## src/rtl/fir_seq_ctrl.sv

```systemverilog
// Job sequencer for the serial-MAC FIR engine: clears the data RAM, then for each sample
// accepts the input, steps TAP_NUM MAC cycles, waits out the datapath and hands off the result.
module fir_seq_ctrl #(
    parameter int TAP_NUM     = 11,
    parameter int PIPE_LAT    = 3,
    parameter int pADDR_WIDTH = 4
) (
    input  logic                   clk,
    input  logic                   rst_n,
    input  logic                   ap_start,
    input  logic [31:0]            data_length,
    output logic                   ap_idle,
    output logic                   ap_done,
    input  logic                   ss_tvalid,
    input  logic                   ss_tlast,
    output logic                   ss_tready,
    output logic                   sm_tvalid,
    input  logic                   sm_tready,
    output logic                   sm_tlast,
    output logic                   data_we,
    output logic [pADDR_WIDTH-1:0] data_addr,
    output logic [pADDR_WIDTH-1:0] tap_addr,
    output logic                   mac_en,
    output logic                   mac_clr,
    output logic                   err_tlast
);
    localparam int AW     = pADDR_WIDTH;
    localparam int STAGES = PIPE_LAT - 1;
    localparam logic [AW-1:0] LAST_K = AW'(TAP_NUM - 1);
    localparam logic [AW:0]   TAPS   = (AW+1)'(TAP_NUM);

    typedef enum logic [2:0] {
        S_IDLE, S_CLEAR, S_WAIT_IN, S_MAC, S_DRAIN, S_OUT, S_DONE
    } state_t;

    state_t        state;
    logic [31:0]   len;
    logic [31:0]   in_cnt;
    logic [31:0]   out_cnt;
    logic [AW-1:0] wr_ptr;
    logic [AW-1:0] step;
    logic [STAGES:0] vld_pipe;

    logic          ss_hs;
    logic          sm_hs;
    logic          in_last;
    logic          out_last;
    logic          last_mac;
    logic [AW:0]   mac_diff;
    logic [AW-1:0] mac_addr;

    assign ss_hs    = (state == S_WAIT_IN) && ss_tvalid;
    assign sm_hs    = (state == S_OUT) && sm_tready;
    assign in_last  = (in_cnt == len - 32'd1);
    assign out_last = (out_cnt == len - 32'd1);
    assign last_mac = (state == S_MAC) && (step == LAST_K);

    // Newest sample sits at wr_ptr, so tap k pairs with the sample k positions older.
    assign mac_diff = {1'b0, wr_ptr} + TAPS - {1'b0, step};
    assign mac_addr = (mac_diff >= TAPS) ? AW'(mac_diff - TAPS) : AW'(mac_diff);

    assign ap_idle   = (state == S_IDLE);
    assign ap_done   = (state == S_DONE);
    assign ss_tready = (state == S_WAIT_IN);
    assign sm_tvalid = (state == S_OUT);
    assign sm_tlast  = (state == S_OUT) && out_last;
    assign mac_en    = (state == S_MAC);
    assign mac_clr   = (state == S_MAC) && (step == '0);
    assign tap_addr  = (state == S_MAC) ? step : '0;
    assign data_we   = (state == S_CLEAR) || ss_hs;

    always_comb begin
        data_addr = '0;
        case (state)
            S_CLEAR:   data_addr = step;
            S_WAIT_IN: data_addr = wr_ptr;
            S_MAC:     data_addr = mac_addr;
            default:   data_addr = '0;
        endcase
    end

    // One-hot marker of the last MAC step travelling through the datapath latency.
    always_ff @(posedge clk or negedge rst_n) begin
        if (!rst_n) vld_pipe <= '0;
        else        vld_pipe <= (vld_pipe << 1) | (STAGES+1)'(last_mac);
    end

    always_ff @(posedge clk or negedge rst_n) begin
        if (!rst_n) begin
            state     <= S_IDLE;
            len       <= '0;
            in_cnt    <= '0;
            out_cnt   <= '0;
            wr_ptr    <= '0;
            step      <= '0;
            err_tlast <= 1'b0;
        end else begin
            case (state)
                S_IDLE: begin
                    if (ap_start) begin
                        len       <= data_length;
                        err_tlast <= 1'b0;
                        in_cnt    <= '0;
                        out_cnt   <= '0;
                        wr_ptr    <= '0;
                        step      <= '0;
                        state     <= S_CLEAR;
                    end
                end
                S_CLEAR: begin
                    if (step == LAST_K) begin
                        step  <= '0;
                        state <= (len == 32'd0) ? S_DONE : S_WAIT_IN;
                    end else begin
                        step <= step + 1'b1;
                    end
                end
                S_WAIT_IN: begin
                    if (ss_hs) begin
                        if (ss_tlast != in_last) err_tlast <= 1'b1;
                        in_cnt <= in_cnt + 32'd1;
                        step   <= '0;
                        state  <= S_MAC;
                    end
                end
                S_MAC: begin
                    if (step == LAST_K) begin
                        step  <= '0;
                        state <= S_DRAIN;
                    end else begin
                        step <= step + 1'b1;
                    end
                end
                S_DRAIN: begin
                    if (vld_pipe[STAGES]) state <= S_OUT;
                end
                S_OUT: begin
                    if (sm_hs) begin
                        wr_ptr  <= (wr_ptr == LAST_K) ? '0 : wr_ptr + 1'b1;
                        out_cnt <= out_cnt + 32'd1;
                        state   <= out_last ? S_DONE : S_WAIT_IN;
                    end
                end
                S_DONE:  state <= S_IDLE;
                default: state <= S_IDLE;
            endcase
        end
    end
endmodule

```

## config.mk

```make
export PLATFORM = sky130hd
export DESIGN_NAME = fir_seq_ctrl
export DESIGN_NICKNAME = d
export VERILOG_FILES = /design/src/rtl/fir_seq_ctrl.sv
export SDC_FILE = /design/constraint.sdc
export NUM_CORES = 1
export LEC_CHECK = 0
export ABC_AREA = 1
export CAP_MARGIN = 0
export CORE_MARGIN = 2
export CORE_UTILIZATION = 62
export CTS_BUF_LIST = sky130_fd_sc_hd__clkbuf_4 sky130_fd_sc_hd__clkbuf_8
export CTS_CLUSTER_DIAMETER = 200
export DETAILED_ROUTE_END_ITERATION = 10
export PLACE_DENSITY_LB_ADDON = 0.05
export SYNTH_ARGS = -nofsm -noshare
export SYNTH_HDL_FRONTEND = slang
export SYNTH_SLANG_ARGS = --single-unit
export TNS_END_PERCENT = 20
```

## constraint.sdc

```tcl
create_clock -name clk -period 4.3 [get_ports clk]
set_input_delay 1.29 -clock clk [delete_from_list [all_inputs] [get_ports clk]]
set_output_delay 1.29 -clock clk [all_outputs]
set_load 0.05 [all_outputs]
```

Word-level counts from Yosys, hierarchy flattened. Index checks and enable logic that the tools add are counted.

Bits in registers: 111. Bits of input ports: 38. Latch bits: 0. Word-level logic and storage cells: 83. Bits in writable memories: 0. ROM bits: 0. Memories: 0. Output and inout bits: 17.

Divide/modulo/power cells: 0. $mul: 0. Add/subtract/negate cells: 8. Multiplexer cells: 28. Bitwise gates (word level): 1. Equality and inequality tests: 18. Order comparisons: 1. Shifts and indexed selects: 0. Reductions and logical operators: 19.

Operators with widths (number): case mux 32 bit (2 select lines) (2); two-way mux 32 bit (3); adder 32 x 1 -> 32 bit, second input constant (2); equality test 32 bit (2); zero test 32 bit (1); subtractor 32 x 1 -> 32 bit, second input constant (1); two-way mux 4 bit (7); two-way mux 3 bit (8); case mux 4 bit (3 select lines) (2); case mux 3 bit (6 select lines) (1); inequality test 2 x 1 -> 1 bit, second input constant (5); equality test 3 bit, second input constant (3); AND reduction 3 bit (3); adder 4 x 1 -> 4 bit, second input constant (2); equality test 4 bit, second input constant (2); case mux 4 bit (2 select lines) (1); equality test 3 x 2 -> 1 bit, second input constant (2); AND reduction 6 bit (1); adder 4 x 4 -> 5 bit, second input constant (1); >= comparator 5 x 4 -> 1 bit, second input constant (1); logical AND 1 bit (5); subtractor 5 x 4 -> 5 bit (1); zero test 4 bit (1); inequality test 2 bit, second input constant (2); 13 further kinds (16).

Logic depth before layout (Yosys ltp). Gate-level depths: netlist of the first run.

Depth in word-level cells: 6. Depth in mapped cells: 20. Gate-level depth less buffers: 20.

Worst setup path before layout of the first run. No wires, ideal clock.

Path type: register -> output. Start point: register step[1]. End point: output port data_addr[1]. Path buffers: 0. Path slack: 438 ps. Cell stages (with the launch flop): 15. Required time: 3010 ps. Data arrival time: 2572 ps. Cell sequence: dfrtp_1 inv_1 ha_1 ha_1 inv_1 fa_1 inv_1 a21oi_1 inv_1 o21bai_1 nand2_1 nor2_1 nor2_1 o21ai_0 o221ai_1.

Word-level cells in the longest chain between the ends: 4. Elaborated cells between the ends (all ways): 5. Those cells by class: add/sub (2); order compare (1); mux (2).

RTL lines: from (decl) (line 41) `logic [AW-1:0] step;`; from (signal assigned) (line 115) `step <= step + 1'b1;`; from (signal assigned) (line 131) `step <= step + 1'b1;`; subtractor 5 x 4 -> 5 bit (line 59) `assign mac_diff = {1'b0, wr_ptr} + TAPS - {1'b0, step};`; subtractor 4 bit / >= comparator 5 x 4 -> 1 bit (equally long branches) (line 60) `assign mac_addr = (mac_diff >= TAPS) ? AW'(mac_diff - TAPS) : AW'(mac_diff);`; two-way mux 4 bit (line 60); case mux 4 bit (3 select lines) (*) (line 74) `case (state)`; to (decl) (line 21) `output logic [pADDR_WIDTH-1:0] data_addr,`.

Every way passes the cells marked *; elsewhere a longest branch is shown, timed or not.

Worst setup path in the final report of the first run.
Start point: register wr_ptr[1]. End point: output port data_addr[0].

Word-level cells in the longest chain between the ends: 5.

RTL lines: from (decl) (line 40) `logic [AW-1:0] wr_ptr;`; from (signal assigned) (line 139) `wr_ptr <= (wr_ptr == LAST_K) ? '0 : wr_ptr + 1'b1;`; adder 4 x 4 -> 5 bit (line 59); subtractor 5 x 4 -> 5 bit (line 59); >= comparator 5 x 4 -> 1 bit (line 60); two-way mux 4 bit (line 60); case mux 4 bit (3 select lines) (line 74).

No other way between the ends.

==> summary.txt, run 1 <==
status = finished, violations left
violated checks = negative setup slack
Finish-stage setup viols = 1
GRT Util Overall = 36.3%
hold_ws = 0.363 ns
RSZ-0062 raised after global routing = yes
cell count after synthesis = 1,235
Hold Path Cell Cnt = 0
CTS tree = yes
detailed-route DRC error count = 0
Req. time, crit path = 3.01 ns
Worst-Margin Slew = 0.666 ns
I/O pins = 55
fin. max-slew vios = 0
Power Density = 536 nW/µm²
Final Cell Area = 9300 µm²
distinct cell type count after synthesis = 48
Worst Setup Slack, final = -0.00348 ns
post-place instance area = 8960 µm²
largest net degree at the start of global routing = 93
final core occ = 73.1%
CP Class = register to primary output
number of synthesized register bits = 111
Top FF cell, synth = dfrtp_1
Synth Net Count = 1,290
post-synthesis sequential area ratio = 34.1%
Worst EP arrival = 3.01 ns
Layout Cells excl Fill = 1,476
peak supply drop = 594 µV
TritonCTS buffer count = 9
1st-iter DRT viols = 1,063
setup TNS = -0.00348 ns
gr ovfl total = 0
synthesized area = 8150 µm²
Post-DP HPWL = 19,400 µm
Final ANT Viol Nets = 0
CP max FO = 5
Mapped Avg Cell Area = 6.60 µm²
drt pass-1 iters = 5
Hold Violations, Final = 0
clk slew on worst S/H paths = 0.11 ns
ratio of cells with drive above 1 in the final layout = 8.28%
Root Driver = clkbuf_8
antenna cells = 0
GP Congestion = 1.00
CP endpoint kind = primary output
Synth async-reset ratio = 100%
register area = 2780 µm²
Starting Density = 64.1%
MaxCap Viol Count = 0
final net count = 1,354
Achievable Freq = 232 MHz
Post-CTS Hold Buffers = 0
EDFF count, synth = 0
post-placement cell count = 1,453
static leakage = 4.19 nW
H-tree depth = 3
slew margin rel. = 55.2%
worst reg2reg path depth = 15
PortBufs = 54
Synth-to-Final Area Change = 14.0%
Core Area = 12,700 µm²
Critical Path Start Type = register
vias per cell = 5.86
die area = 14,100 µm²
initial antenna violation count = 0
multi-input logic area = 4760 µm²
global-route wire length before repair = 40,600 µm
row count = 41
vias = 8,645
Fin Clk Skew = 0.0123 ns
FILL cells = 1,077
Die W = 119 µm
Post-Route WL = 25,300 µm
period utilization = 100%
Clk Latency, worst-skew pair = 0.42 ns
wire per inst = 17.2 µm
vias in the first global route = 8,102
Chip Height = 119 µm
CTS Sinks = 111
Hold WC Path Type = register to register
Max Buffers Root-to-Sink = 2
minimum clock period = 4.30 ns
yosys warns = 0
## synthesized netlist by cell type, types with 3 or more instances
cell / instances / share of area, %
a211oi_1: 6 / 0.55
a21oi_1: 43 / 2.6
ha_1: 16 / 2.5
inv_1: 164 / 7.5
nor4_2: 3 / 0.46
o21ai_1: 4 / 0.25
o211ai_1: 3 / 0.28
nand2_4: 3 / 0.41
nand2_1: 342 / 16
nand3b_1: 5 / 0.46
nand3_2: 3 / 0.37
nand2_2: 8 / 0.61
o31ai_1: 6 / 0.55
nor3_2: 6 / 0.74
nand3_1: 118 / 7.2
nor2_2: 4 / 0.31
o21ai_0: 68 / 4.2
inv_2: 4 / 0.18
o221ai_1: 4 / 0.43
nand4_1: 24 / 1.8
nor4_1: 18 / 1.4
xor2_1: 26 / 2.8
dfrtp_1: 111 / 34
clkbuf_1: 12 / 0.55
nor2_1: 156 / 7.2
a31oi_1: 6 / 0.46
nor2_4: 8 / 1.1
nor3_1: 40 / 2.5
## critical path, cell delays in order (launching register included)
cell and delay (ns):
dfrtp_2 0.47, ha_4 0.28, ha_4 0.13, inv_2 0.04, fa_1 0.55, inv_2 0.07, a21oi_4 0.14, inv_1 0.07
o21bai_1 0.16, nand2_2 0.12, a21oi_1 0.18, o21ai_1 0.11, o221ai_2 0.10, buf_12 0.17
## cell type report
cell class	instances	share of cell area [%]
clock buffers	9	1.33
clock inverters	7	0.686
inverters	169	6.82
multi-input cells	938	51.1
flip-flops and latches	111	29.9
well taps	172	2.31
repair buffers	70	7.82
## power by group
group | switching [mW] | leakage (nW) | internal (mW)
Combinational | 1.87 | 2.62 | 0.942
Clock | 0.412 | 0.0899 | 0.223
Sequential | 0.285 | 1.48 | 1.26
## kinds of logic (layout without fill, tap and decap cells)
group / count (synthesis) / count (layout) / share of synthesized area, %
AO/OA/AOI/OAI: 149 / 149 / 10.3
buffers and inverters: 186 / 255 / 8.73
XOR/XNOR: 26 / 26 / 2.79
adder cells (fa/ha/maj): 17 / 17 / 2.70
flip-flops: 111 / 111 / 34.1
AND/OR/NAND/NOR: 746 / 746 / 41.4
## routing by layer
| metal | up-vias | share of wire (%) | wire length (µm) | GRT usage [%] |
|---|---|---|---|---|
| li1 | 4180 | - | - | - |
| met1 | 3958 | 41 | 10500 | 48.6 |
| met2 | 437 | 46 | 11500 | 57.8 |
| met3 | 70 | 8.9 | 2260 | 6.23 |
| met4 | 0 | 4.0 | 1020 | 15.9 |
| met5 | - | 0 | 0 | 0 |
## cells in the final DEF, fill, tap and decap left out, types with 24 or more instances in the layout
| cell | n |
|---|---|
| nand2_1 | 340 |
| inv_1 | 156 |
| nor2_1 | 151 |
| nand3_1 | 118 |
| dfrtp_1 | 110 |
| o21ai_0 | 64 |
| clkdlybuf4s50_1 | 47 |
| a21oi_1 | 42 |
| nor3_1 | 40 |
| xor2_1 | 26 |
| nand4_1 | 24 |
## flip-flops by register name (all words and copies together), names as in the netlist
register	count
out_cnt	32
len	32
step	4
state	3
err_tlast	1
in_cnt	32
vld_pipe	3
wr_ptr	4
## repair_timing
item,4_1_cts,5_1_grt
setup endpoints to repair,4,4
gates cloned,0,0
buffers inserted,1,6
pin swaps,0,6
resized for setup,4,30
## metrics by stage
step / setup WS [ns] / power (mW)
finish: -0.00348 / 4.99
global route: -0.140 / 5.32
CTS: -0.000962 / 4.76
floorplan: 0.438 / 3.29
detailed placement: 0.340 / 4.10
global placement: 0.433 / 4.07
## final timing paths
path	from	to	slack, ns
max	wr_ptr[1]$_DFFE_PN0P_	data_addr[0]	-0.003
min reg2reg	vld_pipe[0]$_DFF_PN0_	vld_pipe[1]$_DFF_PN0_	0.36
max in group asynchronous	rst_n	in_cnt[16]$_DFFE_PN0P_	2.65
min in group asynchronous	rst_n	out_cnt[0]$_DFFE_PN0P_	0.87
max reg2reg	state[1]$_DFFE_PN0P_	out_cnt[22]$_DFFE_PN0P_	1.58
min	vld_pipe[0]$_DFF_PN0_	vld_pipe[1]$_DFF_PN0_	0.36
Note: power is estimated with default switching activity, not from simulation.
==> run 2, diff against run 1 <==
- SLEW_MARGIN: unset -> 20
==> results of run 2 <==
The final DEF is identical to that of run 1; final timing and power are the same.
